$ cat src/rtl/tictactoe_pkg.sv
// Shared types and helpers for the tic-tac-toe controller and its board evaluator.
// Cells are numbered 0..8 row-major; bit i of a board is cell i.
package tictactoe_pkg;

  localparam int CELLS = 9;

  typedef enum logic [2:0] {
    IDLE,
    WAIT_X,
    WAIT_O,
    CHECK,
    DONE
  } state_t;

  localparam logic [1:0] RES_NONE = 2'b00;
  localparam logic [1:0] RES_X    = 2'b01;
  localparam logic [1:0] RES_O    = 2'b10;
  localparam logic [1:0] RES_DRAW = 2'b11;

  // True when the board holds any complete row, column or diagonal.
  function automatic logic has_line(input logic [CELLS-1:0] b);
    has_line = (b[0] & b[1] & b[2]) | (b[3] & b[4] & b[5]) | (b[6] & b[7] & b[8]) |
               (b[0] & b[3] & b[6]) | (b[1] & b[4] & b[7]) | (b[2] & b[5] & b[8]) |
               (b[0] & b[4] & b[8]) | (b[2] & b[4] & b[6]);
  endfunction

  // One-hot cell mask; an out-of-range index yields an empty mask.
  function automatic logic [CELLS-1:0] cell_mask(input logic [3:0] pos);
    cell_mask = '0;
    if (pos < 4'(CELLS)) cell_mask = {{(CELLS-1){1'b0}}, 1'b1} << pos;
  endfunction

endpackage

$ cat src/rtl/tictactoe.sv
// Combinational board evaluator: win detection per player, board-full and
// overlap (both players claiming one cell) flags.
module tictactoe
  import tictactoe_pkg::*;
(
  input  logic [CELLS-1:0] x,
  input  logic [CELLS-1:0] o,
  output logic             winX,
  output logic             winO,
  output logic             full,
  output logic             error
);

  assign winX  = has_line(x);
  assign winO  = has_line(o);
  assign full  = &(x | o);
  assign error = |(x & o);

endmodule

$ cat src/rtl/tictactoe_ctrl.sv
// Tic-tac-toe game controller: board registers, req/ack turn handshake,
// illegal-move rejection, per-turn inactivity timeout and result latching.
module tictactoe_ctrl
  import tictactoe_pkg::*;
#(
  parameter int TIMEOUT = 15
) (
  input  logic             clk,
  input  logic             rst,
  input  logic             start,
  input  logic             x_req,
  input  logic [3:0]       x_pos,
  output logic             x_ack,
  input  logic             o_req,
  input  logic [3:0]       o_pos,
  output logic             o_ack,
  output logic [CELLS-1:0] x_board,
  output logic [CELLS-1:0] o_board,
  output logic             turn,
  output logic             illegal,
  output logic             timeout,
  output logic             game_over,
  output logic [1:0]       result,
  output logic             fault
);

  // A zero TIMEOUT still needs a legal one-bit counter.
  localparam int CW = (TIMEOUT > 0) ? $clog2(TIMEOUT + 1) : 1;

  state_t           state, state_nxt;
  logic [CELLS-1:0] x_board_nxt, o_board_nxt;
  logic             turn_nxt, x_ack_nxt, o_ack_nxt, illegal_nxt, timeout_nxt, fault_nxt;
  logic [1:0]       result_nxt;
  logic [CW-1:0]    cnt, cnt_nxt;

  logic             ev_winx, ev_wino, ev_full, ev_error;
  logic             mv_o, mv_req, mv_legal, tmo_hit;
  logic [3:0]       mv_pos;
  logic [CELLS-1:0] mv_mask;

  tictactoe u_eval (
    .x     (x_board),
    .o     (o_board),
    .winX  (ev_winx),
    .winO  (ev_wino),
    .full  (ev_full),
    .error (ev_error)
  );

  // Only the player whose WAIT state is active is ever looked at.
  assign mv_o     = (state == WAIT_O);
  assign mv_req   = mv_o ? o_req : x_req;
  assign mv_pos   = mv_o ? o_pos : x_pos;
  assign mv_mask  = cell_mask(mv_pos);
  assign mv_legal = mv_req && (|mv_mask) && !(|(mv_mask & (x_board | o_board)));
  assign tmo_hit  = (TIMEOUT != 0) && (cnt == CW'(TIMEOUT - 1));

  assign game_over = (state == DONE);

  always_comb begin
    state_nxt   = state;
    x_board_nxt = x_board;
    o_board_nxt = o_board;
    turn_nxt    = turn;
    result_nxt  = result;
    fault_nxt   = fault;
    cnt_nxt     = cnt;
    x_ack_nxt   = 1'b0;
    o_ack_nxt   = 1'b0;
    illegal_nxt = 1'b0;
    timeout_nxt = 1'b0;

    case (state)
      IDLE: ;
      WAIT_X, WAIT_O: begin
        if (mv_legal) begin
          if (mv_o) begin
            o_board_nxt = o_board | mv_mask;
            o_ack_nxt   = 1'b1;
          end else begin
            x_board_nxt = x_board | mv_mask;
            x_ack_nxt   = 1'b1;
          end
          state_nxt = CHECK;
        end else begin
          illegal_nxt = mv_req;
          if (tmo_hit) begin
            timeout_nxt = 1'b1;
            turn_nxt    = ~turn;
            state_nxt   = mv_o ? WAIT_X : WAIT_O;
            cnt_nxt     = '0;
          end else begin
            cnt_nxt = cnt + CW'(1);
          end
        end
      end
      // Ack stays high here; the evaluator sees the freshly updated boards.
      CHECK: begin
        if (ev_error) begin
          fault_nxt  = 1'b1;
          result_nxt = RES_NONE;
          state_nxt  = DONE;
        end else if (ev_winx) begin
          result_nxt = RES_X;
          state_nxt  = DONE;
        end else if (ev_wino) begin
          result_nxt = RES_O;
          state_nxt  = DONE;
        end else if (ev_full) begin
          result_nxt = RES_DRAW;
          state_nxt  = DONE;
        end else begin
          turn_nxt  = ~turn;
          state_nxt = turn ? WAIT_X : WAIT_O;
          cnt_nxt   = '0;
        end
      end
      DONE: ;
      default: state_nxt = IDLE;
    endcase

    if (start) begin
      state_nxt   = WAIT_X;
      x_board_nxt = '0;
      o_board_nxt = '0;
      turn_nxt    = 1'b0;
      result_nxt  = RES_NONE;
      fault_nxt   = 1'b0;
      cnt_nxt     = '0;
      x_ack_nxt   = 1'b0;
      o_ack_nxt   = 1'b0;
      illegal_nxt = 1'b0;
      timeout_nxt = 1'b0;
    end
  end

  always_ff @(posedge clk or posedge rst) begin
    if (rst) begin
      state   <= IDLE;
      x_board <= '0;
      o_board <= '0;
      turn    <= 1'b0;
      result  <= RES_NONE;
      fault   <= 1'b0;
      cnt     <= '0;
      x_ack   <= 1'b0;
      o_ack   <= 1'b0;
      illegal <= 1'b0;
      timeout <= 1'b0;
    end else begin
      state   <= state_nxt;
      x_board <= x_board_nxt;
      o_board <= o_board_nxt;
      turn    <= turn_nxt;
      result  <= result_nxt;
      fault   <= fault_nxt;
      cnt     <= cnt_nxt;
      x_ack   <= x_ack_nxt;
      o_ack   <= o_ack_nxt;
      illegal <= illegal_nxt;
      timeout <= timeout_nxt;
    end
  end

endmodule

$ cat config.mk
export PLATFORM = sky130hd
export DESIGN_NAME = tictactoe_ctrl
export DESIGN_NICKNAME = d
export VERILOG_FILES = /design/src/rtl/tictactoe_pkg.sv /design/src/rtl/tictactoe.sv /design/src/rtl/tictactoe_ctrl.sv
export SDC_FILE = /design/constraint.sdc
export NUM_CORES = 1
export LEC_CHECK = 0
export CORE_MARGIN = 5
export CORE_UTILIZATION = 35
export DETAILED_ROUTE_END_ITERATION = 10
export PLACE_DENSITY_LB_ADDON = 0.1
export SETUP_SLACK_MARGIN = 0.15
export SKIP_LAST_GASP = 1
export SYNTH_ARGS = -nofsm -noshare
export SYNTH_HDL_FRONTEND = slang
export SYNTH_SLANG_ARGS = --single-unit
$ cat constraint.sdc
create_clock -name clk -period 2.2 [get_ports clk]
set_input_delay 0.44 -clock clk [delete_from_list [all_inputs] [get_ports clk]]
set_output_delay 0.44 -clock clk [all_outputs]
set_load 0.01 [all_outputs]
==> impl_metrics.ini, run 1 <==
[routing]
wirelength_mm = 7.773
initialDrtViolationCount = 147
drc_errors = 0
viasPerCell = 5.622
dr.pass1.iters = 5
wire_per_inst_um = 17.91
drtAntennaViolNets = 0
vias = 2440

[finish]
final_util_pct = 62.36
antenna_cells = 0
finish.net_count = 375
drive_above_1_share_pct = 44.29
fillCellCount = 521
multi_input_area_um2 = 1475
seq_area_um2 = 838.3
syn_to_final_growth_pct = 73.79

[timing]
finalCritPeriodShare_pct = 107.3
timing.fmax_mhz = 423.7
rsz0062_at_grt = yes
setup_violations = 28
tightest_slew_ns = 0.7706
fin_ws_ns = -0.1603
max_slew_margin_pct = 48.51
setup_tns_ns = -2.714
min_period_ns = 2.360
worst_clock_skew_ns = 0.003410
whs_ns = 0.5071
hold_violations = 0
drv_slew = 0

[clocking]
cts_buffers = 5
cts.sinks = 33
tritoncts = yes
clk_pin_slew_ns = 0.07
cts_buffer_depth = 2
cts_max_level = 2
clkLatencyLatePin_ns = 0.28
root_buffer = clkbuf_8

[grt]
antenna_found_initial = 0
track_usage_pct = 21.79
grt_pass1_wl_mm = 12.85
grt_pass1_vias = 2498
overflow = 0
grt_max_degree = 34

[floorplanning]
die_y_um = 87.91
dieArea_um2 = 7728
start_util_pct = 35.88
die_w_um = 87.91
fp.coreArea_um2 = 5921
fp-row-count = 28
ios = 40

[worst_hold_path]
hold_class = reg -> reg
whs_path_depth = 2

[synthesis]
ys_top_cells_by_area = dfrtp_1 39%, o2bb2ai_1 4.9%, a22o_1 3.7%
yosysTopAreaCell = dfrtp_1
ys_seq_elements = 33
synthesis.area_um2 = 2125
synth_top_area_share_pct = 38.87
netlist-cell-type-count = 61
synthCells = 226
synth_edf_count = 0
synthFlopType = dfrtp_1
syn_area_per_cell_um2 = 9.401
syn_nets = 241
async_flop_share_pct = 100.0
ys_seq_area_share_pct = 38.87
synth_warnings = 0

[power]
leakage_nw = 1.599
ir_worst_vdd_uv = 259.2
power_mw = 1.590
power_density_nw_per_um2 = 430.8

[place]
place.gp.congestion = 0.8729
io_buffers = 39
dp_hpwl_mm = 5.427

[worst_setup_path]
r2r_cells = 9
crit_arrival_ns = 2.58
path_common_cell = buf_6
endpoint_kind = register
critPathRequiredTime_ns = 2.42
cp_max_fo = 7
cp-start-kind = register
path_cells = buf_6 > nor3b_4 > mux2_4 > a221o_1 > nand4_4 > nor2_4 > buf_6 > or4_1 > nand3_1
critical_path.max_stage_delay_ns = 0.44
path_class = reg -> reg
cp_slowest_cell = dfrtp_2

[outcome]
status = finished, violations left
failed_checks = negative setup slack

[run]
max-cap-violations = 0
==> per-stage QoR <==
step,area [um2],setup slack (ns),std cells
after floorplan,2177,-0.05996,226
after global placement,3194,-0.4400,408
after CTS,3627,-0.1346,434
after detailed placement,3194,-0.4804,408
after global routing,3692,-0.2572,434
final,3692,-0.1603,434
==> cell usage in the layout (no fill, tap or decap), drive strengths merged, types with 2 or more instances in the layout <==
master	instances
or4	3
or3b	3
mux2	2
nand2	15
inv	7
nor3b	8
a31oi	6
ha	2
clkdlybuf4s50	38
o2bb2ai	12
and3	3
o21ai	3
nor4	2
a22oi	6
or2	2
nor2b	4
nand3b	5
a21oi	7
dfrtp	33
a22o	9
clkbuf	5
o211ai	3
nor2	22
a211oi	5
mux2i	4
a211o	2
a41oi	2
nor3	10
o22ai	4
nand3	7
buf	100
o32ai	2
==> flip-flops by register name, summed over array words and instances, names as in the netlist <==
name / count
o_board: 9
x_board: 9
cnt: 4
state: 3
result: 2
fault: 1
illegal: 1
o_ack: 1
timeout: 1
turn: 1
x_ack: 1
==> final timing paths <==
| path | start | slack (ns) | endpoint |
|---|---|---|---|
| setup reg to reg | state[0]$_DFFE_PP0P_ | -0.16 | cnt[3]$_DFFE_PP0P_ |
| hold / removal | fault$_DFFE_PP0P_ | 0.51 | fault$_DFFE_PP0P_ |
| setup / recovery | state[0]$_DFFE_PP0P_ | -0.16 | cnt[3]$_DFFE_PP0P_ |
| max in group asynchronous | rst | 1.31 | x_board[8]$_DFFE_PP0P_ |
| min in group asynchronous | rst | 0.54 | result[0]$_DFFE_PP0P_ |
| hold reg to reg | fault$_DFFE_PP0P_ | 0.51 | fault$_DFFE_PP0P_ |
==> layout make-up <==
type	instances	area share, %
sequential	33	22.70
timing repair buffer	139	32.09
clock inverter	1	0.1355
tap	75	2.542
clock buffer	5	1.864
multi-input combinational	174	39.95
inverter	7	0.7116
==> per-layer routing <==
metal  track usage, %  part of all wire [%]
met5                0                     0
met4            6.416                   1.7
met3            5.080                   6.7
met2            35.27                    48
met1            29.01                    44
==> synth_stat cells (all sizes together) (5+ instances only) <==
cell type and number:
dfrtp 33, nor2 22, nand2 15, o2bb2ai 12, nor3 10, a22o 9, clkbuf 9, nor3b 8
a21oi 7, inv 7, nand3 7, a22oi 6, a31oi 6, a211oi 5, nand3b 5
==> power by group <==
part           switching (mW)  leakage (nW)  internal (mW)
Combinational           0.246          1.12          0.254
Clock                   0.220        0.0399          0.208
Sequential             0.0306         0.439          0.632
==> critical path: cells and delay by family (launching register included) <==
| family | cells | cell delay, ns |
|---|---|---|
| simple gates | 5 | 0.88 |
| flops | 1 | 0.44 |
| compound gates | 1 | 0.39 |
| mux | 1 | 0.33 |
| buf+inv | 2 | 0.25 |
==> what timing repair did <==
item                                    in CTS  in global routing
endpoints found under the setup margin      33                 33
cloned                                       1                  0
hold buffers                                 0                  0
pin swaps                                   17                  8
gates resized for setup                     46                 14
setup buffers                               19                  0
==> cell families (layout without fill, tap and decap cells) <==
group,after synthesis,count (layout),share of synthesized area [%]
fa+ha+maj,2,2,1.178
simple gates,90,91,25.27
buf+inv,20,152,4.122
mux,6,6,2.945
compound gates,74,74,27.21
flops,33,33,38.87
xor+xnor,1,1,0.4123
Note: power is estimated with default switching activity, not from simulation.
==> inputs of run 2 (changes only) <==
--- a/config.mk
+++ b/config.mk
@@ -9,6 +9,7 @@
 export CORE_UTILIZATION = 35
 export DETAILED_ROUTE_END_ITERATION = 10
 export PLACE_DENSITY_LB_ADDON = 0.1
+export REMOVE_ABC_BUFFERS = 1
 export SETUP_SLACK_MARGIN = 0.15
 export SKIP_LAST_GASP = 1
 export SYNTH_ARGS = -nofsm -noshare
==> impl_metrics.ini, run 2 (synthesis results as in run 1) <==
[power]
comb_power_share_pct = 28.6
p_int_mw = 1.109
ir_worst_vdd_uv = 302.8
seqPwrFrac_pct = 41.8
power.net_switching_uw = 478.1
sw_frac_of_total_pct = 30.12
pwr-share-clk_pct = 29.6
leakage_nw = 1.564
power_density_nw_per_um2 = 445.0

[worst_setup_path]
cp-start-kind = register
r2r_start = state[2]$_DFFE_PP0P_
critPathRequiredTime_ns = 2.42
endpoint_kind = register
path_class = reg -> reg
regToRegSetupSlack_ns = -0.23
critical_path.max_stage_delay_ns = 0.49
crit_arrival_ns = 2.65
cp_max_fo = 6
path_cells = or3b_4 > a21o_1 > a211o_1 > nand4_4 > nor2_4 > buf_6 > or4_1 > nand3_1
worstPathBufferInverterCount = 1
path_delay_family = simple AND/OR/NAND/NOR gates
setup.worst_path.start = state[2]$_DFFE_PP0P_
cp_slowest_cell = or4_1

[place]
pre_cts_ws_ns = -0.6163
place.gp.congestion = 0.9014
dp_hpwl_mm = 5.609
placed_area_um2 = 3133
dp_cells = 405
io_buffers = 39

[grt]
overflow = 0
antenna_found_initial = 0
track_usage_pct = 20.85
grt_pass1_vias = 2361
grt_max_degree = 34
grt_pass1_wl_mm = 12.34

[clocking]
cts.sinks = 33
cts_max_level = 2
root_buffer = clkbuf_8
tritoncts = yes
cts_buffer_depth = 2
cts_buffers = 5
clk_pin_slew_ns = 0.07
clkLatencyLatePin_ns = 0.28

[floorplanning]
fp-row-count = 28
fp.coreArea_um2 = 5921
dieArea_um2 = 7728
die_w_um = 87.91
die_y_um = 87.91
start_util_pct = 35.88
ios = 40

[timing]
tightest_slew_ns = 0.5025
min_period_ns = 2.428
setup_tns_ns = -3.767
drv_slew = 0
timing.fmax_mhz = 411.8
finalCritPeriodShare_pct = 110.4
hold_violations = 0
max_slew_margin_pct = 66.34
rsz0062_at_grt = yes
worst_clock_skew_ns = 0.003923
fin_ws_ns = -0.2281
setup_violations = 29

[finish]
final_cell_area_um2 = 3567
layout_common_cells = 79 x buf_4, 35 x clkdlybuf4s50_1, 24 x dfrtp_1
final_common_cell = buf_4
drive_above_1_share_pct = 40.00
finish.net_count = 365
top_regs = o_board: 9 flops, x_board: 9 flops, cnt: 4 flops
syn_to_final_growth_pct = 67.90
fillCellCount = 517
fin_cells = 425
antenna_cells = 0

[routing]
wire_per_inst_um = 17.83
viasPerCell = 5.508
dr.pass1.iters = 5
drc_errors = 0
vias = 2341
initialDrtViolationCount = 94
wirelength_mm = 7.578
drtAntennaViolNets = 0

[outcome]
status = finished, violations left
failed_checks = negative setup slack

[worst_hold_path]
worstHoldStart = fault$_DFFE_PP0P_
hold_class = reg -> reg

[run]
max-cap-violations = 0
-- run 2: power by group through the flow --
stage | Combinational (mW) | Clock [mW] | Sequential (mW)
floorplan | 0.164 | 0 | 0.676
global placement | 0.376 | 0 | 0.668
detailed placement | 0.375 | 0 | 0.669
CTS | 0.431 | 0.477 | 0.661
global route | 0.493 | 0.506 | 0.668
finish | 0.454 | 0.469 | 0.664
-- run 2: metrics by stage --
step / total power, mW / hold WS [ns] / utilization (%)
6_report: 1.587 / 0.5124 / 60.25
2_1_floorplan: 0.8398 / 0.5031 / -
5_1_grt: 1.667 / 0.5377 / 60.25
3_3_place_gp: 1.044 / 0.4784 / 52.92
4_1_cts: 1.570 / 0.5132 / 58.26
3_5_place_dp: 1.044 / 0.4976 / 52.92
-- run 2: area by class of cell --
| type | count | area (um2) | area share, % |
|---|---|---|---|
| Sequential cell | 33 | 837.1 | 23.47 |
| Tap cell | 75 | 93.84 | 2.631 |
| Inverter | 7 | 26.28 | 0.7366 |
| Clock buffer | 7 | 86.33 | 2.420 |
| Multi-Input combinational cell | 174 | 1416 | 39.71 |
| Timing Repair Buffer | 129 | 1107 | 31.04 |
-- run 2: worst paths after layout --
path,to,cells after the start
setup / recovery,cnt[3]$_DFFE_PP0P_,8
hold / removal,fault$_DFFE_PP0P_,2
setup reg to reg,cnt[3]$_DFFE_PP0P_,8
hold reg to reg,fault$_DFFE_PP0P_,2
max in group asynchronous,o_board[8]$_DFFE_PP0P_,3
min in group asynchronous,result[0]$_DFFE_PP0P_,3
-- run 2: metal layers --
metal | wire length [um] | part of all wire [%] | global-route usage (%)
met5 | 0 | 0 | 0
met4 | 142 | 1.9 | 5.579
met3 | 351 | 4.6 | 4.421
met2 | 3584 | 47 | 33.63
met1 | 3499 | 46 | 28.34
-- run 2: timing repair --
item | in CTS | in global routing
resized for setup | 38 | 22
endpoints found under the setup margin | 33 | 33
pin swaps | 11 | 7
cloned | 1 | 0
setup buffers | 9 | 3
hold buffers | 0 | 0
-- run 2: worst min-delay path, cell delays in order (launching register included) --
cell and delay, ns:
dfrtp_1 0.35, a31oi_1 0.05, nor2_1 0.08
==> inputs of run 3 (changes only) <==
--- a/config.mk
+++ b/config.mk
@@ -5,6 +5,7 @@
 export SDC_FILE = /design/constraint.sdc
 export NUM_CORES = 1
 export LEC_CHECK = 0
+export ABC_CLOCK_PERIOD_IN_PS = 2200
 export CORE_MARGIN = 5
 export CORE_UTILIZATION = 35
 export DETAILED_ROUTE_END_ITERATION = 10
==> results of run 3 <==
Same layout as run 2: the final DEF is identical, and so are final timing and power.
